--- config.mk ---
export PLATFORM = sky130hd
export DESIGN_NAME = operand_fetch_seq
export DESIGN_NICKNAME = d
export VERILOG_FILES = /design/src/rtl/cpu_ctrl_pkg.sv /design/src/rtl/opfetch_wait_ctr.sv /design/src/rtl/operand_fetch_seq.sv
export SDC_FILE = /design/constraint.sdc
export NUM_CORES = 1
export LEC_CHECK = 0
export BUFFER_PORTS_ARGS = -buffer_cell sky130_fd_sc_hd__clkbuf_2
export CAP_MARGIN = 20
export CELL_PAD_IN_SITES_DETAIL_PLACEMENT = 1
export CELL_PAD_IN_SITES_GLOBAL_PLACEMENT = 2
export CORE_MARGIN = 2
export CORE_UTILIZATION = 28
export CTS_BUF_LIST = sky130_fd_sc_hd__clkbuf_2 sky130_fd_sc_hd__clkbuf_4 sky130_fd_sc_hd__clkbuf_8
export CTS_CLUSTER_SIZE = 25
export DETAILED_ROUTE_END_ITERATION = 10
export GPL_ROUTABILITY_DRIVEN = 0
export GPL_TIMING_DRIVEN = 0
export PLACE_DENSITY = 0.77
export REMOVE_ABC_BUFFERS = 1
export SYNTH_ARGS = -nofsm -noshare
export SYNTH_HDL_FRONTEND = slang
export SYNTH_HIERARCHICAL = 1
export SYNTH_SLANG_ARGS = --single-unit
--- constraint.sdc ---
create_clock -name clk -period 1.8 [get_ports clk]
set_input_delay 0.18 -clock clk [delete_from_list [all_inputs] [get_ports clk]]
set_output_delay 0.18 -clock clk [all_outputs]
set_load 0.005 [all_outputs]
--- src/rtl/cpu_ctrl_pkg.sv ---
// Shared control-path types: operand-fetch states, count width helper
// and the register selectors the control FSM routes operands into.
package cpu_ctrl_pkg;

    typedef enum logic [2:0] {
        OPF_IDLE    = 3'd0,
        OPF_ADDR    = 3'd1,
        OPF_WAIT    = 3'd2,
        OPF_CAPTURE = 3'd3,
        OPF_DONE    = 3'd4
    } opf_state_e;

    typedef enum logic [2:0] {
        R8_B, R8_C, R8_D, R8_E,
        R8_H, R8_L, R8_A, R8_MHL
    } reg8_e;

    typedef enum logic [1:0] {
        R16_BC, R16_DE, R16_HL, R16_SP
    } reg16_e;

    function automatic int opf_cnt_w(input int max_bytes);
        return (max_bytes < 1) ? 1 : $clog2(max_bytes + 1);
    endfunction

endpackage

--- src/rtl/opfetch_wait_ctr.sv ---
// Loadable wait-state down-counter; expired once the count is at or
// below one, so a load of N yields N wait cycles.
module opfetch_wait_ctr #(
    parameter int W = 1
) (
    input  logic         clk,
    input  logic         rst,
    input  logic         load_i,
    input  logic [W-1:0] val_i,
    input  logic         dec_i,
    output logic         expired_o
);

    logic [W-1:0] cnt_q;

    always_ff @(posedge clk) begin
        if (rst) begin
            cnt_q <= '0;
        end else if (load_i) begin
            cnt_q <= val_i;
        end else if (dec_i && cnt_q != '0) begin
            cnt_q <= cnt_q - W'(1);
        end
    end

    assign expired_o = (cnt_q <= W'(1));

endmodule

--- src/rtl/operand_fetch_seq.sv ---
// Immediate-operand fetch sequencer, little-endian assembly.
// OPFETCH_MEM_READY_EN: WAIT additionally holds until mem_ready.
module operand_fetch_seq
    import cpu_ctrl_pkg::*;
#(
    parameter int ADDR_W      = 16,
    parameter int DATA_W      = 8,
    parameter int MAX_BYTES   = 2,
    parameter int WAIT_STATES = 1
) (
    input  logic                          clk,
    input  logic                          rst,
    input  logic                          start,
    input  logic                          abort,
    input  logic [$clog2(MAX_BYTES+1)-1:0] nbytes,
    input  logic [ADDR_W-1:0]             pc_in,
    input  logic [DATA_W-1:0]             mem_data,
    input  logic                          mem_ready,
    output logic [ADDR_W-1:0]             mem_addr,
    output logic                          mem_cs,
    output logic                          mem_oe,
    output logic                          busy,
    output logic                          done,
    output logic                          pc_wr,
    output logic [ADDR_W-1:0]             pc_out,
    output logic [DATA_W*MAX_BYTES-1:0]   operand
);

    localparam int CW  = opf_cnt_w(MAX_BYTES);
    localparam int WCW = (WAIT_STATES > 0) ?
                         $clog2(WAIT_STATES + 1) : 1;
    localparam logic [CW-1:0] MAXB = CW'(MAX_BYTES);

    opf_state_e                 state_q;
    logic [ADDR_W-1:0]          pc_q;
    logic [ADDR_W-1:0]          pc_inc;
    logic [ADDR_W-1:0]          mem_addr_q;
    logic [CW-1:0]              count_q;
    logic [CW-1:0]              count_d;
    logic [CW-1:0]              idx_q;
    logic [DATA_W*MAX_BYTES-1:0] operand_q;
    logic                       mem_cs_q;
    logic                       busy_q;
    logic                       done_q;
    logic                       pc_wr_q;
    logic                       ctr_load;
    logic                       ctr_dec;
    logic                       ctr_expired;
    logic                       wait_exit;

    assign count_d  = (nbytes > MAXB) ? MAXB : nbytes;
    assign pc_inc   = pc_q + ADDR_W'(1);
    assign ctr_load = (state_q == OPF_ADDR);
    assign ctr_dec  = (state_q == OPF_WAIT);

    opfetch_wait_ctr #(
        .W (WCW)
    ) u_wait_ctr (
        .clk       (clk),
        .rst       (rst),
        .load_i    (ctr_load),
        .val_i     (WCW'(WAIT_STATES)),
        .dec_i     (ctr_dec),
        .expired_o (ctr_expired)
    );

`ifdef OPFETCH_MEM_READY_EN
    assign wait_exit = ctr_expired && mem_ready;
`else
    logic unused_mem_ready;
    assign unused_mem_ready = mem_ready;
    assign wait_exit        = ctr_expired;
`endif

    always_ff @(posedge clk) begin
        if (rst) begin
            state_q    <= OPF_IDLE;
            pc_q       <= '0;
            mem_addr_q <= '0;
            count_q    <= '0;
            idx_q      <= '0;
            operand_q  <= '0;
            mem_cs_q   <= 1'b0;
            busy_q     <= 1'b0;
            done_q     <= 1'b0;
            pc_wr_q    <= 1'b0;
        end else begin
            done_q  <= 1'b0;
            pc_wr_q <= 1'b0;
            if (state_q != OPF_IDLE && abort) begin
                state_q  <= OPF_IDLE;
                mem_cs_q <= 1'b0;
                busy_q   <= 1'b0;
            end else begin
                unique case (state_q)
                    OPF_IDLE: begin
                        if (start) begin
                            pc_q      <= pc_in;
                            count_q   <= count_d;
                            idx_q     <= '0;
                            operand_q <= '0;
                            busy_q    <= 1'b1;
                            if (count_d == '0) begin
                                state_q <= OPF_DONE;
                                done_q  <= 1'b1;
                                pc_wr_q <= 1'b1;
                            end else begin
                                state_q    <= OPF_ADDR;
                                mem_addr_q <= pc_in;
                                mem_cs_q   <= 1'b1;
                            end
                        end
                    end
                    OPF_ADDR: begin
`ifdef OPFETCH_MEM_READY_EN
                        state_q <= OPF_WAIT;
`else
                        state_q <= (WAIT_STATES == 0) ?
                                   OPF_CAPTURE : OPF_WAIT;
`endif
                    end
                    OPF_WAIT: begin
                        if (wait_exit) begin
                            state_q <= OPF_CAPTURE;
                        end
                    end
                    OPF_CAPTURE: begin
                        operand_q[int'(idx_q)*DATA_W +: DATA_W]
                                 <= mem_data;
                        pc_q     <= pc_inc;
                        idx_q    <= idx_q + CW'(1);
                        if (idx_q == count_q - CW'(1)) begin
                            state_q  <= OPF_DONE;
                            mem_cs_q <= 1'b0;
                            done_q   <= 1'b1;
                            pc_wr_q  <= 1'b1;
                        end else begin
                            state_q    <= OPF_ADDR;
                            mem_addr_q <= pc_inc;
                        end
                    end
                    OPF_DONE: begin
                        state_q <= OPF_IDLE;
                        busy_q  <= 1'b0;
                    end
                    default: begin
                        state_q  <= OPF_IDLE;
                        mem_cs_q <= 1'b0;
                        busy_q   <= 1'b0;
                    end
                endcase
            end
        end
    end

    assign mem_addr = mem_addr_q;
    assign mem_cs   = mem_cs_q;
    assign mem_oe   = mem_cs_q;
    assign busy     = busy_q;
    assign done     = done_q;
    assign pc_wr    = pc_wr_q;
    assign pc_out   = pc_q;
    assign operand  = operand_q;

endmodule

## After elaboration in Yosys (flattened, before gate mapping)

Index checks and enable logic that the tools add are counted.

- Add/sub/neg operators: 5
- $lt $le $gt $ge: 2
- Eq/ne operators: 10
- Shifts and indexed selects: 2
- Mux-type cells: 29
- Bitwise logic cells: 3
- Reductions and logical operators: 16

Operators with widths:

| operator | number |
|---|---|
| one-hot mux 16 bit (2 select lines) | 3 |
| 2-to-1 mux 16 bit | 5 |
| negator 5 -> 33 bit | 1 |
| variable shift 8 x 33 -> 16 bit (first input constant) | 1 |
| indexed part select 8 x 33 -> 16 bit | 1 |
| adder 16 x 1 -> 16 bit (second input constant) | 1 |
| bitwise mux 16 bit | 1 |
| 2-to-1 mux 3 bit | 4 |
| one-hot mux 3 bit (4 select lines) | 1 |
| inequality test 2 bit (second input constant) | 5 |
| 2-to-1 mux 1 bit | 9 |
| equality test 3 x 2 -> 1 bit (second input constant) | 2 |
| AND reduction 3 bit | 2 |
| OR reduction 3 bit | 2 |
| AND reduction 5 bit | 1 |
| 2-to-1 mux 2 bit | 2 |
| one-hot mux 1 bit (2 select lines) | 2 |
| one-hot mux 2 bit (2 select lines) | 1 |
| AND reduction 2 bit | 2 |
| AND reduction 4 bit | 1 |
| nonzero test 2 bit | 2 |
| equality test 3 x 1 -> 1 bit (second input constant) | 1 |
| equality test 3 bit (second input constant) | 1 |
| logical NOT 3 bit | 1 |
| 12 further kinds | 15 |

- Bits in registers: 59
- Input port bits: 31
- Output and inout port bits: 53
- Word-level logic and storage cells: 77

## Logic depth before layout (Yosys ltp)

Gate-level depths: netlist of the first run.

- Depth in word-level cells: 6
- Gate-level depth with buffers: 8
- Gate-level depth less buffers: 6

## Modules after synthesis

Netlist of the first run, hierarchy kept.

By module, submodules not included:

| module | instances | cells each | area each (um2) | seq. area each (um2) |
|---|---|---|---|---|
| operand_fetch_seq | 1 | 344 | 2897.8 | 1161.1 |
| opfetch_wait_ctr | 1 | 2 | 11.3 | 0.0 |

## Worst setup path before layout of the first run

No wires, ideal clock.

- Path type: register to register
- From: reg idx_q[0]
- To: reg operand_q[1] (netlist: operand[1])
- Setup time: 65 ps
- Arrival: 1676 ps
- Required time: 1735 ps
- Path slack: 59 ps
- Cell stages (with the launch flop): 7
- Buffers on the path: 0
- Period minus slack after synthesis: 1741 ps
- Path through: dfxtp_1 inv_1 ha_1 nor4b_2 and3_1 a22oi_1 nor2_1

- Word-level cells in the longest chain between the ends: 4
- Elaborated cells on any way between the ends: 5
- Those cells by class: add/sub: 1; shift: 2; mux: 2

Ends and longest elaborated chain:

| what | line | source |
|---|---|---|
| start: declaration | operand_fetch_seq.sv:40 | `logic [CW-1:0] idx_q;` |
| start signal: assignment | operand_fetch_seq.sv:131 | `idx_q <= idx_q + CW'(1);` |
| negator 5 -> 33 bit (*) | operand_fetch_seq.sv:128 | `operand_q[int'(idx_q)*DATA_W +: DATA_W]` |
| indexed part select 8 x 33 -> 16 bit / variable shift 8 x 33 -> 16 bit (equally long branches) | operand_fetch_seq.sv:128 |  |
| bitwise mux 16 bit (*) | operand_fetch_seq.sv:128 |  |
| one-hot mux 16 bit (2 select lines) (*) | operand_fetch_seq.sv:95 | `unique case (state_q)` |
| end signal: assignment | operand_fetch_seq.sv:82 | `operand_q <= '0;` |
| end signal: assignment | operand_fetch_seq.sv:101 | `operand_q <= '0;` |
| end: declaration | operand_fetch_seq.sv:41 | `logic [DATA_W*MAX_BYTES-1:0] operand_q;` |

Mark *: on every way between the ends. The rest lies on a longest branch, timed or not.
A chain may end at the register's enable or synchronous reset.

## Final worst setup path of the first run

- From: reg state_q[1]
- To: reg mem_addr_q[12] (netlist: mem_addr[12])

- Word-level cells in the longest chain between the ends: 4
- Elaborated cells on any way between the ends: 11
- Those cells by class: eq/ne: 4; mux: 1; bitwise: 1; reduce/logical: 5

Ends and longest elaborated chain:

| what | line | source |
|---|---|---|
| start: declaration | operand_fetch_seq.sv:34 | `opf_state_e state_q;` |
| start signal: assignment | operand_fetch_seq.sv:118 | `state_q <= (WAIT_STATES == 0) ?` |
| branches (longest 4 deep; another with AND reduction 5 bit) | -- |  |
| end signal: assignment | operand_fetch_seq.sv:109 | `mem_addr_q <= pc_in;` |
| end signal: assignment | operand_fetch_seq.sv:139 | `mem_addr_q <= pc_inc;` |
| end: declaration | operand_fetch_seq.sv:37 | `logic [ADDR_W-1:0] mem_addr_q;` |

Parallel ways; which one is timed is not known.

==> results of run 1 <==
## cells in the final DEF, fill, tap and decap left out, types with 4 or more instances in the layout
| cell | count |
|---|---|
| o21ai_0 | 6 |
| a22o_1 | 7 |
| inv_1 | 11 |
| buf_4 | 20 |
| clkbuf_8 | 9 |
| mux2i_1 | 6 |
| xnor2_1 | 7 |
| nor2_1 | 48 |
| dfxtp_4 | 7 |
| a21oi_1 | 32 |
| nor3_1 | 5 |
| a211o_1 | 8 |
| a22oi_1 | 4 |
| nand3b_1 | 5 |
| a221oi_1 | 4 |
| dfxtp_2 | 6 |
| nand2_1 | 38 |
| clkbuf_2 | 82 |
| nand3_1 | 11 |
| dfxtp_1 | 45 |
| or4_1 | 5 |
## flip-flops by register name (all words and copies together) (netlist names)
register / cells
mem_addr: 16
operand: 16
pc_out: 16
state_q: 3
count_q: 2
idx_q: 2
busy: 1
mem_cs: 1
pc_wr: 1
## layout make-up
| type | count | share of cell area, % |
|---|---|---|
| multi-input combinational | 255 | 43.87 |
| sequential | 58 | 29.44 |
| timing repair buffer | 106 | 15.66 |
| tap | 136 | 4.192 |
| clock buffer | 10 | 3.237 |
| clock inverter | 6 | 2.589 |
| inverter | 11 | 1.017 |
## worst max-delay path, cell delays in order (launching register included)
cell	delay, ps
dfxtp_4	390
nor4b_4	270
buf_4	180
o21ai_4	90
o21bai_4	240
or3_1	420
a21oi_2	120
## power groups by stage
stage,logic (mW),clock network (mW),registers (mW)
after detailed placement,0.469,0,1.47
after global routing,0.631,1.59,1.47
after floorplan,0.244,0,1.46
final,0.577,1.49,1.46
after global placement,0.444,0,1.47
after CTS,0.562,1.53,1.45
## worst min path at each step
stage                            from                  endpoint  slack (ps)  cells after the start
after global routing      mem_data[5]  operand[13]$_SDFFE_PP0P_          60                      2
after global placement    mem_data[5]  operand[13]$_SDFFE_PP0P_         410                      2
after floorplan                   rst   count_q[0]$_SDFFE_PP0P_         250                      1
final                     mem_data[4]  operand[12]$_SDFFE_PP0P_          70                      2
after detailed placement  mem_data[5]  operand[13]$_SDFFE_PP0P_         420                      2
after CTS                 mem_data[4]  operand[12]$_SDFFE_PP0P_          50                      2
## timing repair
item / CTS / global route
endpoints found under the setup margin: 50 / 34
cloned: 2 / 2
setup buffers: 18 / 4
pin swaps: 4 / 4
resized for setup: 28 / 22
## per-layer routing
layer | up-vias | part of all wire (%) | GRT usage [%] | routed length [µm]
met5 | - | 0 | 0 | 0
met4 | 0 | 1.2 | 4.887 | 121
met3 | 8 | 5.4 | 4.391 | 528
met2 | 77 | 47 | 27.74 | 4631
met1 | 1428 | 46 | 21.73 | 4487
li1 | 1427 | - | - | -
## stage by stage
step | cell area, µm² | hold WS, ps | worst slack, ps | utilization, %
floorplan | 2766 | 249.1 | -202.8 | -
global placement | 3347 | 413.6 | -1019 | 32.86
global route | 4059 | 56.36 | -22.96 | 39.85
finish | 4059 | 66.35 | 27.49 | 39.85
detailed placement | 3385 | 416.8 | -761.0 | 33.23
CTS | 3909 | 52.25 | 5.089 | 38.38
==> flow_summary_export.csv, run 1 <==
group,metric,value,unit
outcome,status,"finished, final reports clean",
worst_setup_path,worst-r2r-cell-count,6,
worst_setup_path,crit_required,2080,ps
power,power,3.528,mW
worst_setup_path,r2r_setup_slack,30,ps
worst_setup_path,end_kind,"flop",
worst_setup_path,r2r-end,"mem_addr[12]$_SDFFE_PP0P_",
synth,syn_inst,343,
die,ios,84,
power,p_sw,0.9710,mW
route,vias_per_cell,5.052,
timing,rsz0062_at_grt,"yes",
power,seqPwrFrac,41.3,%
placement,portBuffers,82,
route,wirelength,9.769,mm
worst_setup_path,r2r-start,"state_q[1]$_SDFFE_PP0P_",
die,core,0.01018,mm²
timing,layout_min_cycle_time,1773,ps
worst_setup_path,arrival,2050,ps
synth,synthesis.area,0.002892,mm²
finish,seq_area,0.001195,mm²
timing,clock_skew,8.890,ps
route,wl_per_cell,16.79,µm
global_routing,grt_use_total,16.86,%
worst_setup_path,criticalPathCategory,"flop to flop",
power,leakage,1.697,nW
global_routing,overflow,0,
timing,slew_violations,0,
finish,multi_input_area,0.001780,mm²
global_routing,grt_max_degree,35,
timing,finalSetupViolCount,0,
hold_path,hold_path.class,"primary input to flop",
finish,final_layout_size_suffix_gt1_share,38.34,%
route,drc_errors,0,
die,fp.dieH,105.6,µm
global_routing,grt_antenna_before_repair,0,
timing,tns,0,ps
worst_setup_path,cp-endpoint,"mem_addr[12]$_SDFFE_PP0P_",
clocking,cts.clk_slew.worst_paths,80,ps
power,combPwrFrac,16.4,%
die,initial_core_util,28.39,%
timing,fin_crit_sh,98.47,%
clocking,worstSkewPairLatency,340,ps
clocking,cts.path.max_buffers,2,
clocking,cts_root_buffer,"clkbuf_8",
power,clockPowerShare,42.4,%
flow_run,maxCapViolCount,0,
worst_setup_path,worstSetupStartpointType,"flop",
route,dr.pass1.iters,4,
timing,hold_viol_final,0,
clocking,cts_max_level,3,
clocking,postCtsHoldBufs,0,
clocking,numCtsBuffers,9,
die,dieArea,0.01116,mm²
placement,dp_hpwl,6.024,mm
worst_setup_path,path_max_fanout,7,
finish,syn2layout_area_growth,40.37,%
clocking,cts_tree,"done",
timing,max_freq,564.2,MHz
die,rows,37,
finish,fill_cells,1222,
finish,diodes,0,
route,drtAntennaViolNets,0,
timing,tightestPinTransition,601.1,ps
power,p_int,2.557,mW
route,drtIter0Drc,88,
finish,fin_cells,582,
timing,slew_headroom,59.93,%
global_routing,grt_pass1_vias,2936,
placement,dp.cells,540,
global_routing,grt_pass1_wl,14.84,mm
synth,postSynthAreaPerCell,8.430,µm²
power,power_density,869.3,mW/mm²
synth,yosysWarningCount,6,
route,vias,2940,
power,sw_frac_of_total,27.52,%
clocking,clock-sinks,58,
power,irDropWorstVdd,288.1,µV
worst_setup_path,cp-startpoint,"state_q[1]$_SDFFE_PP0P_",
die,die_w,105.6,µm
finish,final_nets,476,
(Power assumes the default switching activity.)
==> run 2, diff against run 1 <==
Settings changed: CORE_ASPECT_RATIO set to 1.4.
==> run 2 against run 1 <==
Compared with the run above:
- utilization barely moved
- design area fell by 1.6%
- fmax rose by 3.2%
- sequential share of layout area rose by 0.46 points
- first-iteration DRC count rose by 6.8%
- register-to-register slack improved by 50 ps
- global-route usage fell by 0.19 points
- non-clock buffer count rose by 3
- power fell by 12%
- sequential power barely moved
- clock skew fell by 0.79 ps
- largest power group is now registers
==> flow_summary_export.csv, run 2 (synthesized netlist as in run 1, its figures left out) <==
group,metric,value,unit
outcome,status,"finished, final reports clean",
route,drc_errors,0,
clocking,cts_tree,"done",
die,die_w,89.89,µm
timing,finalSetupViolCount,0,
clocking,cts_root_buffer,"clkbuf_8",
global_routing,grt_max_degree,38,
die,initial_core_util,28.89,%
global_routing,grt_use_total,16.67,%
die,core,0.01001,mm²
timing,max_freq,582.2,MHz
finish,final_common_cell,"clkbuf_2",
clocking,postCtsHoldBufs,0,
placement,place_ws,-730.2,ps
worst_setup_path,path_max_fanout,6,
route,vias,2888,
timing,clock_skew,8.104,ps
route,wl_per_cell,16.29,µm
timing,fin_ws,82.23,ps
finish,final_nets,479,
worst_setup_path,crit_chain,"or4_4 > o21ai_4 > o21bai_4 > buf_12 > mux2i_1 > nor2_1",
global_routing,grt_pass1_vias,2992,
die,fp.dieH,124.2,µm
placement,place_area,0.003383,mm²
finish,syn2layout_area_growth,38.08,%
timing,fin_crit_sh,95.43,%
clocking,cts.clk_slew.worst_paths,70,ps
timing,hold_viol_final,0,
worst_setup_path,worstSetupStartpointType,"flop",
finish,diodes,0,
timing,slew_violations,0,
worst_setup_path,end_kind,"flop",
route,wirelength,9.498,mm
worst_setup_path,arrival,1930,ps
finish,final_area,0.003993,mm²
worst_setup_path,crit_family,"simple AND/OR/NAND/NOR gates",
route,drtIter0Drc,94,
worst_setup_path,criticalPathCategory,"flop to flop",
route,vias_per_cell,4.954,
power,irDropWorstVdd,381.1,µV
clocking,cts.path.max_buffers,2,
power,leakage,1.693,nW
global_routing,grt_pass1_wl,14.82,mm
die,dieArea,0.01117,mm²
placement,dp_hpwl,6.024,mm
worst_setup_path,critPathMaxStageDelay,550,ps
global_routing,overflow,0,
timing,rsz0062_at_grt,"yes",
timing,layout_min_cycle_time,1718,ps
clocking,worstSkewPairLatency,340,ps
finish,layout_common_cells,"82 x clkbuf_2, 49 x nor2_1, 44 x dfxtp_1",
power,power_density,780.5,mW/mm²
clocking,numCtsBuffers,9,
finish,fill_cells,1236,
finish,final_layout_size_suffix_gt1_share,38.62,%
route,drtAntennaViolNets,0,
die,rows,43,
worst_setup_path,worst-path-buf-inv,1,
flow_run,maxCapViolCount,0,
route,dr.pass1.iters,4,
global_routing,grt_antenna_before_repair,0,
clocking,cts_max_level,3,
placement,portBuffers,82,
clocking,clock-sinks,58,
worst_setup_path,slowest_stage,"or4_4",
worst_setup_path,crit_required,2020,ps
die,ios,84,
hold_path,hold_path.class,"primary input to flop",
[run 2: per-layer routing]
layer	track usage [%]	part of all wire (%)	vias to the layer above	wire, µm
met4	5.430	1.0	0	98
met5	0	0	-	0
met3	4.543	5.4	6	512
met1	18.34	42	1378	3954
met2	30.75	52	75	4933
li1	-	-	1429	-
[run 2: repair_timing]
action                     CTS  global route
setup endpoints to repair   50            36
resized for setup           22            25
buffers inserted             9            16
pin swaps                    3             4
gates cloned                 2             2
[run 2: path summary, 6_finish.rpt]
check	from	end	slack [ps]	depth (start not counted)
max	state_q[0]$_SDFFE_PP0P_	mem_addr[10]$_SDFFE_PP0P_	80	6
max reg2reg	state_q[0]$_SDFFE_PP0P_	mem_addr[10]$_SDFFE_PP0P_	80	6
min reg2reg	mem_addr[6]$_SDFFE_PP0P_	mem_addr[6]$_SDFFE_PP0P_	450	2
min	mem_data[5]	operand[13]$_SDFFE_PP0P_	70	2
[run 2: area by class of cell]
type | count | area, µm² | share of cell area, %
clock buffer | 12 | 158.9 | 3.980
clock inverter | 3 | 15.01 | 0.3761
inverter | 11 | 41.29 | 1.034
multi-input combinational | 255 | 1752 | 43.87
sequential | 58 | 1194 | 29.90
tap | 135 | 168.9 | 4.231
timing repair buffer | 109 | 663.1 | 16.61
[run 2: where the power goes]
| part | internal [mW] | total [mW] | switching, mW |
|---|---|---|---|
| logic | 0.270 | 0.572 | 0.301 |
| registers | 1.36 | 1.45 | 0.0917 |
| clock network | 0.575 | 1.09 | 0.520 |
[run 2: stage by stage]
stage | util, % | hold slack, ps | cells | setup TNS, ps | power (mW)
2_1_floorplan | - | 249.1 | 320 | -2395 | 1.707
3_3_place_gp | 33.43 | 408.1 | 537 | -31070 | 1.916
3_5_place_dp | 33.81 | 412.7 | 539 | -23390 | 1.941
4_1_cts | 37.27 | 43.78 | 565 | -225.1 | 3.107
5_1_grt | 39.90 | 65.33 | 583 | -82.27 | 3.308
6_report | 39.90 | 66.08 | 583 | 0 | 3.116
